**src/rtl/sseg_pkg.sv**
```systemverilog
// Shared constants and helpers for the seven-segment ASCII scanner.
// Segment vectors are active-low, bit order {g,f,e,d,c,b,a}.
package sseg_pkg;

  localparam logic [6:0] SEG_BLANK = 7'h7F;
  localparam logic [6:0] SEG_DASH  = 7'b0111111;
  localparam logic [6:0] SEG_ZERO  = 7'b1000000;
  localparam logic [6:0] SEG_EIGHT = 7'b0000000;
  localparam logic [6:0] SEG_R     = 7'b0101111;
  localparam logic [6:0] SEG_A     = 7'b0001000;
  localparam logic [6:0] SEG_D     = 7'b0100001;
  localparam logic [6:0] SEG_T     = 7'b0000111;

  function automatic logic [6:0] ascii_to_seg(input logic [7:0] ch);
    logic [7:0] c;
    logic [6:0] s;
    c = (ch >= 8'h41 && ch <= 8'h5A) ? ch + 8'h20 : ch;
    case (c)
      "0":     s = SEG_ZERO;
      "1":     s = 7'b1111001;
      "2":     s = 7'b0100100;
      "3":     s = 7'b0110000;
      "4":     s = 7'b0011001;
      "5":     s = 7'b0010010;
      "6":     s = 7'b0000010;
      "7":     s = 7'b1111000;
      "8":     s = SEG_EIGHT;
      "9":     s = 7'b0010000;
      " ":     s = SEG_BLANK;
      "-":     s = SEG_DASH;
      "_":     s = 7'b1110111;
      "a":     s = SEG_A;
      "b":     s = 7'b0000011;
      "c":     s = 7'b0100111;
      "d":     s = SEG_D;
      "e":     s = 7'b0000110;
      "f":     s = 7'b0001110;
      "g":     s = 7'b0010000;
      "h":     s = 7'b0001011;
      "i":     s = 7'b1111011;
      "j":     s = 7'b1100001;
      "l":     s = 7'b1000111;
      "n":     s = 7'b0101011;
      "o":     s = 7'b0100011;
      "p":     s = 7'b0001100;
      "q":     s = 7'b0011000;
      "r":     s = SEG_R;
      "s":     s = 7'b0010010;
      "t":     s = SEG_T;
      "u":     s = 7'b1100011;
      "y":     s = 7'b0010001;
      default: s = SEG_BLANK;
    endcase
    return s;
  endfunction

  // Scan index 0 is the leftmost digit, so idx k drives AN[3-k] low.
  function automatic logic [3:0] an_onehot(input logic [1:0] idx);
    return ~(4'b1000 >> idx);
  endfunction

endpackage

```
**src/rtl/sseg_glyph.sv**
```systemverilog
// Combinational ASCII-to-segment font lookup (active-low outputs).
module sseg_glyph (
  input  logic [7:0] ascii,
  output logic [6:0] seg
);
  import sseg_pkg::*;

  always_comb begin
    seg = ascii_to_seg(ascii);
  end

endmodule

```
**src/rtl/sseg_ascii_scan.sv**
```systemverilog
// Time-multiplexed 4-digit common-anode display driver for a 32-bit ASCII word,
// with per-digit blink and decimal points and a frame-coherent input shadow.
module sseg_ascii_scan #(
  parameter int unsigned CLK_HZ     = 100_000_000,
  parameter int unsigned REFRESH_HZ = 1000,
  parameter int unsigned BLINK_HZ   = 2
) (
  input  logic        CLK,
  input  logic        RST,
  input  logic [31:0] WORD,
  input  logic [3:0]  BLINK,
  input  logic [3:0]  DOTS,
  output logic [6:0]  SEG,
  output logic [3:0]  AN,
  output logic        DP
);
  import sseg_pkg::*;

  localparam int unsigned DIV  = CLK_HZ / REFRESH_HZ;
  localparam int unsigned HALF = CLK_HZ / (2 * BLINK_HZ);
  localparam int unsigned PW   = (DIV  > 1) ? $clog2(DIV)  : 1;
  localparam int unsigned BW   = (HALF > 1) ? $clog2(HALF) : 1;

  logic [PW-1:0] pre_cnt;
  logic [BW-1:0] blk_cnt;
  logic          phase;
  logic [1:0]    idx;
  logic [31:0]   sh_word;
  logic [3:0]    sh_blink;
  logic [3:0]    sh_dots;

  logic          tick;
  logic          blk_wrap;
  logic [1:0]    digit;
  logic [7:0]    cur_char;
  logic [6:0]    glyph;
  logic          blanked;

  assign tick     = (pre_cnt == PW'(DIV - 1));
  assign blk_wrap = (blk_cnt == BW'(HALF - 1));

  always_comb begin
    digit    = 2'd3 - idx;
    cur_char = sh_word[{digit, 3'b000} +: 8];
    blanked  = phase & sh_blink[digit];
  end

  sseg_glyph u_glyph (
    .ascii (cur_char),
    .seg   (glyph)
  );

  always_ff @(posedge CLK) begin
    if (RST) begin
      pre_cnt  <= '0;
      blk_cnt  <= '0;
      phase    <= 1'b0;
      idx      <= '0;
      sh_word  <= 32'h20202020;
      sh_blink <= '0;
      sh_dots  <= '0;
    end else begin
      pre_cnt <= tick ? '0 : pre_cnt + 1'b1;
      if (blk_wrap) begin
        blk_cnt <= '0;
        phase   <= ~phase;
      end else begin
        blk_cnt <= blk_cnt + 1'b1;
      end
      if (tick) begin
        idx <= idx + 2'd1;
        if (idx == 2'd3) begin
          sh_word  <= WORD;
          sh_blink <= BLINK;
          sh_dots  <= DOTS;
        end
      end
    end
  end

  // The cycle after a tick is fully dark (anodes, segments and DP) so the
  // outgoing digit's pattern never leaks onto the incoming anode.
  always_ff @(posedge CLK) begin
    if (RST || tick) begin
      SEG <= SEG_BLANK;
      AN  <= '1;
      DP  <= 1'b1;
    end else begin
      AN  <= an_onehot(idx);
      SEG <= blanked ? SEG_BLANK : glyph;
      DP  <= blanked ? 1'b1 : ~sh_dots[digit];
    end
  end

endmodule

```
**config.mk**
```make
export PLATFORM = sky130hd
export DESIGN_NAME = sseg_ascii_scan
export DESIGN_NICKNAME = d
export VERILOG_FILES = /design/src/rtl/sseg_pkg.sv /design/src/rtl/sseg_glyph.sv /design/src/rtl/sseg_ascii_scan.sv
export SDC_FILE = /design/constraint.sdc
export NUM_CORES = 1
export LEC_CHECK = 0
export ABC_CLOCK_PERIOD_IN_PS = 8100
export CAP_MARGIN = 10
export CORE_ASPECT_RATIO = 0.6
export CORE_MARGIN = 3
export CORE_UTILIZATION = 45
export CTS_CLUSTER_SIZE = 28
export DETAILED_ROUTE_END_ITERATION = 6
export PLACE_DENSITY = 0.75
export SYNTH_ARGS = -nofsm -noshare
export SYNTH_HDL_FRONTEND = slang
export SYNTH_SLANG_ARGS = --single-unit
```
**constraint.sdc**
```tcl
create_clock -name CLK -period 8.1 [get_ports CLK]
set_clock_uncertainty 0.05 [all_clocks]
set_input_delay 1.215 -clock CLK [delete_from_list [all_inputs] [get_ports CLK]]
set_output_delay 1.215 -clock CLK [all_outputs]
set_load 0.03 [all_outputs]
```
# Word-level counts from Yosys, hierarchy flattened
# Memory sizes are Yosys's and may differ from the RTL's. A register that Yosys moved wholly into a read port is not among the register bits.
# Cells that the tools add are included.
# word_totals
ff_bits	90
out_inout_bits	12
mem_count	1
mem_bits_ro	896
word_cells	39
# op_classes
bitwise	4
shifts	2
muxes	5
n_addsub	5
reduce_logical	7
order_cmp	3
eq_ne	3
# memory_table
name	depth	width	rd	rd_ports_with_merged_regs	write_ports	line_no	source
(no name shown)	128	7	1	1	0	sseg_pkg.sv:18	case (c)
# op_table
operator	n
32-bit by 6-bit variable part select with 8-bit output	1
25-bit by 1-bit adder with 25-bit output, second input constant	1
25-bit == test, second input constant	1
17-bit by 1-bit adder with 17-bit output, second input constant	1
17-bit == test, second input constant	1
8-bit by 6-bit adder with 8-bit output, second input constant	1
8-bit by 7-bit >= comparator with 1-bit output, second input constant	1
8-bit by 7-bit <= comparator with 1-bit output, second input constant	1
8-bit two-way mux	1
2-bit OR reduction	3
1-bit binary-select mux with 2-bit select	2
4-bit NOT	1
4-bit by 2-bit right shift with 4-bit output, first input constant	1
2-bit by 3-bit less-than comparator with 1-bit output, second input constant	1
3-bit OR reduction	1
2-bit by 1-bit adder with 2-bit output, second input constant	1
2-bit == test, second input constant	1
1-bit two-way mux	2
1-bit NOT	2
2-bit AND reduction	1
2-bit subtractor, first input constant	1
1-bit bitwise AND	1
1-bit logical AND	1
1-bit logical OR	1

# Logic depth before layout (Yosys ltp)
# depth
word_depth	6
mapped_depth	13

# Cells and area by module
# From an unflattened synthesis, not the netlist that was laid out.
# unflattened
hier_cells	577
area_unflattened_um2	5156.2
# by_module_without_submodules
mod	area_each_um2	instances	cells_each	seq_area_each_um2
sseg_ascii_scan	4317.9	1	452	1941.9
sseg_glyph	838.3	1	125	0.0

# Worst setup path before layout
# Ideal clock, no wire load.
# synth_timing
path_type	reg2reg
startpoint	register idx[0]
endpoint	register SEG[5]
stages_incl_launch_ff	13
setup_ns	0.082
t_required_ns	7.968
synth_period_minus_slack_ns	3.005
t_arrival_ns	2.873
slack_ns	5.095
path_buffers	4
path_cell_list	dfxtp_1 buf_6 buf_2 mux4_2 buf_2 ha_1 or2_2 o22ai_1 o211ai_1 a21bo_1 buf_6 a2111o_1 o2111ai_1
# synth_between
elab_chain_cells	6
word_cells_on_any_way	11
cone_classes	2 x add/sub; 2 x order compare; 1 x shift; 3 x mux; 1 x bitwise; 2 x reduce/logical
# synth_rtl
element	line_no	source
from (decl)	sseg_ascii_scan.sv:27	logic [1:0] idx;
from (signal assigned)	sseg_ascii_scan.sv:71	idx <= idx + 2'd1;
2-bit subtractor *	sseg_ascii_scan.sv:43	digit = 2'd3 - idx;
32-bit by 6-bit variable part select with 8-bit output	sseg_ascii_scan.sv:44	cur_char = sh_word[{digit, 3'b000} +: 8];
8-bit by 7-bit >= comparator with 1-bit output or 8-bit by 7-bit <= comparator with 1-bit output (tied branches)	sseg_pkg.sv:17	c = (ch >= 8'h41 && ch <= 8'h5A) ? ch + 8'h20 : ch;
1-bit logical AND	sseg_pkg.sv:17	
8-bit two-way mux	sseg_pkg.sv:17	
3-bit OR reduction (no source line)	--	
to (decl)	sseg_ascii_scan.sv:13	output logic [6:0] SEG,
# Mark *: on every way between the ends. The rest lies on a longest branch, timed or not. The select of a mux whose other input is x is not followed.
# A chain may end at the register's enable or synchronous reset.

# Final worst setup path
# layout_timing
startpoint	register idx[0]
endpoint	register SEG[3]
# The elaborated chain is that of the path after synthesis.

==> impl_metrics.yaml <==
placement:
  portBuffers: 53
  dp_hpwl_mm: 8.49
  gp_congestion: 0.935
yosys:
  synth_common_cells: "106 x nand2_1, 97 x dfxtp_1, 73 x nor2_1"
  yosysUniqueCellTypes: 51
  synth_area_um2: 4680
  ys_seq_area_share_pct: 41.5
  synth-seq-cells: 97
  synth_flop_cell: "dfxtp_1"
  synthCells: 559
  synth_area_leaders: "dfxtp_1 41%, nand2_1 8.5%, nor2_1 5.9%, mux4_2 5.3%, xor2_1 5.1%"
  netlist.area_leader.share_pct: 41.5
  yosysMostFrequentCell: "nand2_1"
  syn-num-nets: 616
  syn_avg_cell_area_um2: 8.37
  yosysWarnings: 0
  synth_edf_count: 0
  yosysTopAreaCell: "dfxtp_1"
  synth_async_sr_flop_share_pct: 0
floorplanning:
  core_area_um2: 9980
  ios: 54
  fp-row-count: 28
  chipHeight_um: 85.0
  fp.dieW_um: 138
  start_util_pct: 46.9
  dieArea_um2: 11700
clock_tree:
  cts_tree: "yes"
  cts.path.max_buffers: 2
  postCtsHoldBufs: 0
  insertion_delay_ps: 350
  cts.sinks: 97
  ctsResizeCount: 0
  cts_buffers: 9
  cts_root_buf: "clkbuf_16"
  htree_levels: 3
  clk_pin_slew_worst_paths_ps: 70
  post_cts_buffers: 0
drt:
  wl_per_cell_um: 15.5
  drt_iter0_drc: 371
  finalWirelength_mm: 11.4
  drc: 0
  first_pass_iters: 5
  drtAntennaViolNets: 0
  via_per_inst: 5.47
  vias: 4031
critical_path:
  crit_path_top_delay_cell: "dfxtp_1"
  worstPathCellList: "mux4_2 > inv_1 > ha_1 > nand2b_1 > o22ai_1 > o211ai_1 > a41oi_1 > nor3_2 > a311oi_1"
  cp_data_required_time_ps: 8250
  slowest_delay_ps: 920
  crit_fanout: 16
  reg2reg_slack_ps: 4540
  end_kind: "flop"
  arrival_ps: 3700
  path_delay_family: "flip-flops"
  path_buf_inv: 1
  path_class: "flop to flop"
  startpoint_type: "flop"
sta:
  grt_setup_unrepaired: "no"
  timing.fmax_mhz: 281
  maxSlewViolCount: 0
  worst_slew_pin_slew_ps: 1040
  fin_crit_sh_pct: 43.9
  maxSlewHeadroom_pct: 29.8
  fin_crit_ps: 3560
  setup_viol: 0
  fin_hold_ws_ps: 402
  setup_tns_ps: 0
  final-hold-violation-count: 0
power:
  max-vdd-ir-drop_mv: 0.119
  combPwrFrac_pct: 4.0
  powerDensity_nw_per_um2: 166
  clkPwrFrac_pct: 44.0
  power_switching_mw: 0.211
  p_leak_nw: 1.89
  switching_share_pct: 22.8
  pwr-share-seq_pct: 52.0
  internal-power_mw: 0.715
global_route:
  grt_max_degree: 45
  grt_first_pass_wirelength_mm: 18.9
  antenna_found_initial: 0
  grt_usage_pct: 20.4
  grt_pass1_vias: 3769
  grt-ovfl-total: 0
cells_and_area:
  nFillCells: 887
  drive_gt1_share_pct: 6.48
  nets: 654
  syn2layout_area_growth_pct: 19.0
  insertedDiodeCount: 0
job:
  max-cap-violations: 0
run_status:
  status: "finished, final reports clean"
worst_hold_path:
  hp-class: "flop to flop"
-- per-layer routing --
layer | global-route usage (%) | wire [µm] | up-vias | part of all wire, %
met5 | 0 | 0 | - | 0
met4 | 4.71 | 159 | 0 | 1.4
met3 | 4.86 | 877 | 15 | 7.7
met2 | 29.2 | 4800 | 155 | 42
met1 | 31.0 | 5600 | 1887 | 49
li1 | - | - | 1974 | -
-- worst min-delay path: stages (launching register included) --
cell and delay, ps:
dfxtp_1 310, nand2_1 50, a21oi_1 50
-- power by group through the flow --
stage | combinational, mW | sequential, mW | clock (mW)
after detailed placement | 0.0368 | 0.493 | 0
after floorplan | 0.0114 | 0.493 | 0
after CTS | 0.0373 | 0.482 | 0.414
after global routing | 0.0396 | 0.482 | 0.439
after global placement | 0.0361 | 0.493 | 0
final | 0.0370 | 0.482 | 0.408
-- cell type report --
| cell class | count | area [µm²] | area share, % |
|---|---|---|---|
| Tap cell | 135 | 169 | 3.03 |
| Clock inverter | 7 | 60.1 | 1.08 |
| Clock buffer | 9 | 225 | 4.04 |
| Multi-Input combinational cell | 418 | 2540 | 45.6 |
| Sequential cell | 97 | 1940 | 34.9 |
| Timing Repair Buffer | 57 | 581 | 10.4 |
| Inverter | 14 | 52.6 | 0.944 |
-- placed cells by master, fill, tap and decap left out, types with 6 or more instances in the layout --
cell,n
mux2i_1,6
mux4_2,11
xor2_1,27
a21oi_1,47
nor3_1,10
clkbuf_16,9
nand2_1,106
and3_1,6
nor2_1,73
o21ai_1,6
o21ai_0,6
dfxtp_1,97
nand3_1,30
ha_1,15
inv_1,12
clkdlybuf4s50_1,53
xnor2_1,15
-- logic make-up (layout without fill, tap and decap cells) --
logic type,Yosys count,in the layout,synth area share [%]
XOR/XNOR,42,42,7.86
AND/OR/NAND/NOR,261,261,25.2
buffers and inverters,44,87,4.22
flip-flops,97,97,41.5
multiplexers,18,18,6.82
AO/OA/AOI/OAI,82,82,10.4
adder cells (fa/ha/maj),15,15,4.01
-- metrics by stage --
stage / area (µm²) / utilization (%) / worst slack (ps) / instances / total power [mW]
2_1_floorplan: 4680 / - / 5100 / 559 / 0.504
4_1_cts: 5540 / 55.5 / 4550 / 736 / 0.934
3_5_place_dp: 5260 / 52.6 / 4570 / 720 / 0.530
5_1_grt: 5570 / 55.8 / 4250 / 737 / 0.961
3_3_place_gp: 5260 / 52.6 / 4690 / 720 / 0.529
6_report: 5570 / 55.8 / 4540 / 737 / 0.926
-- sequential cells by signal, summed over array words and instances (netlist names), 2 cells and up --
signal    cells
sh_word      32
blk_cnt      25
pre_cnt      17
SEG           7
AN            4
sh_blink      4
sh_dots       4
idx           2
-- path summary, 6_finish.rpt --
| path | startpoint | cells past startpoint | to |
|---|---|---|---|
| worst max-delay path | idx[0] | 9 | SEG[3] |
| worst min-delay path | sh_blink[1] | 2 | sh_blink[1] |
| worst max register to register | idx[0] | 9 | SEG[3] |
| worst min register to register | sh_blink[1] | 2 | sh_blink[1] |
Power figures use the tool's default switching activity.
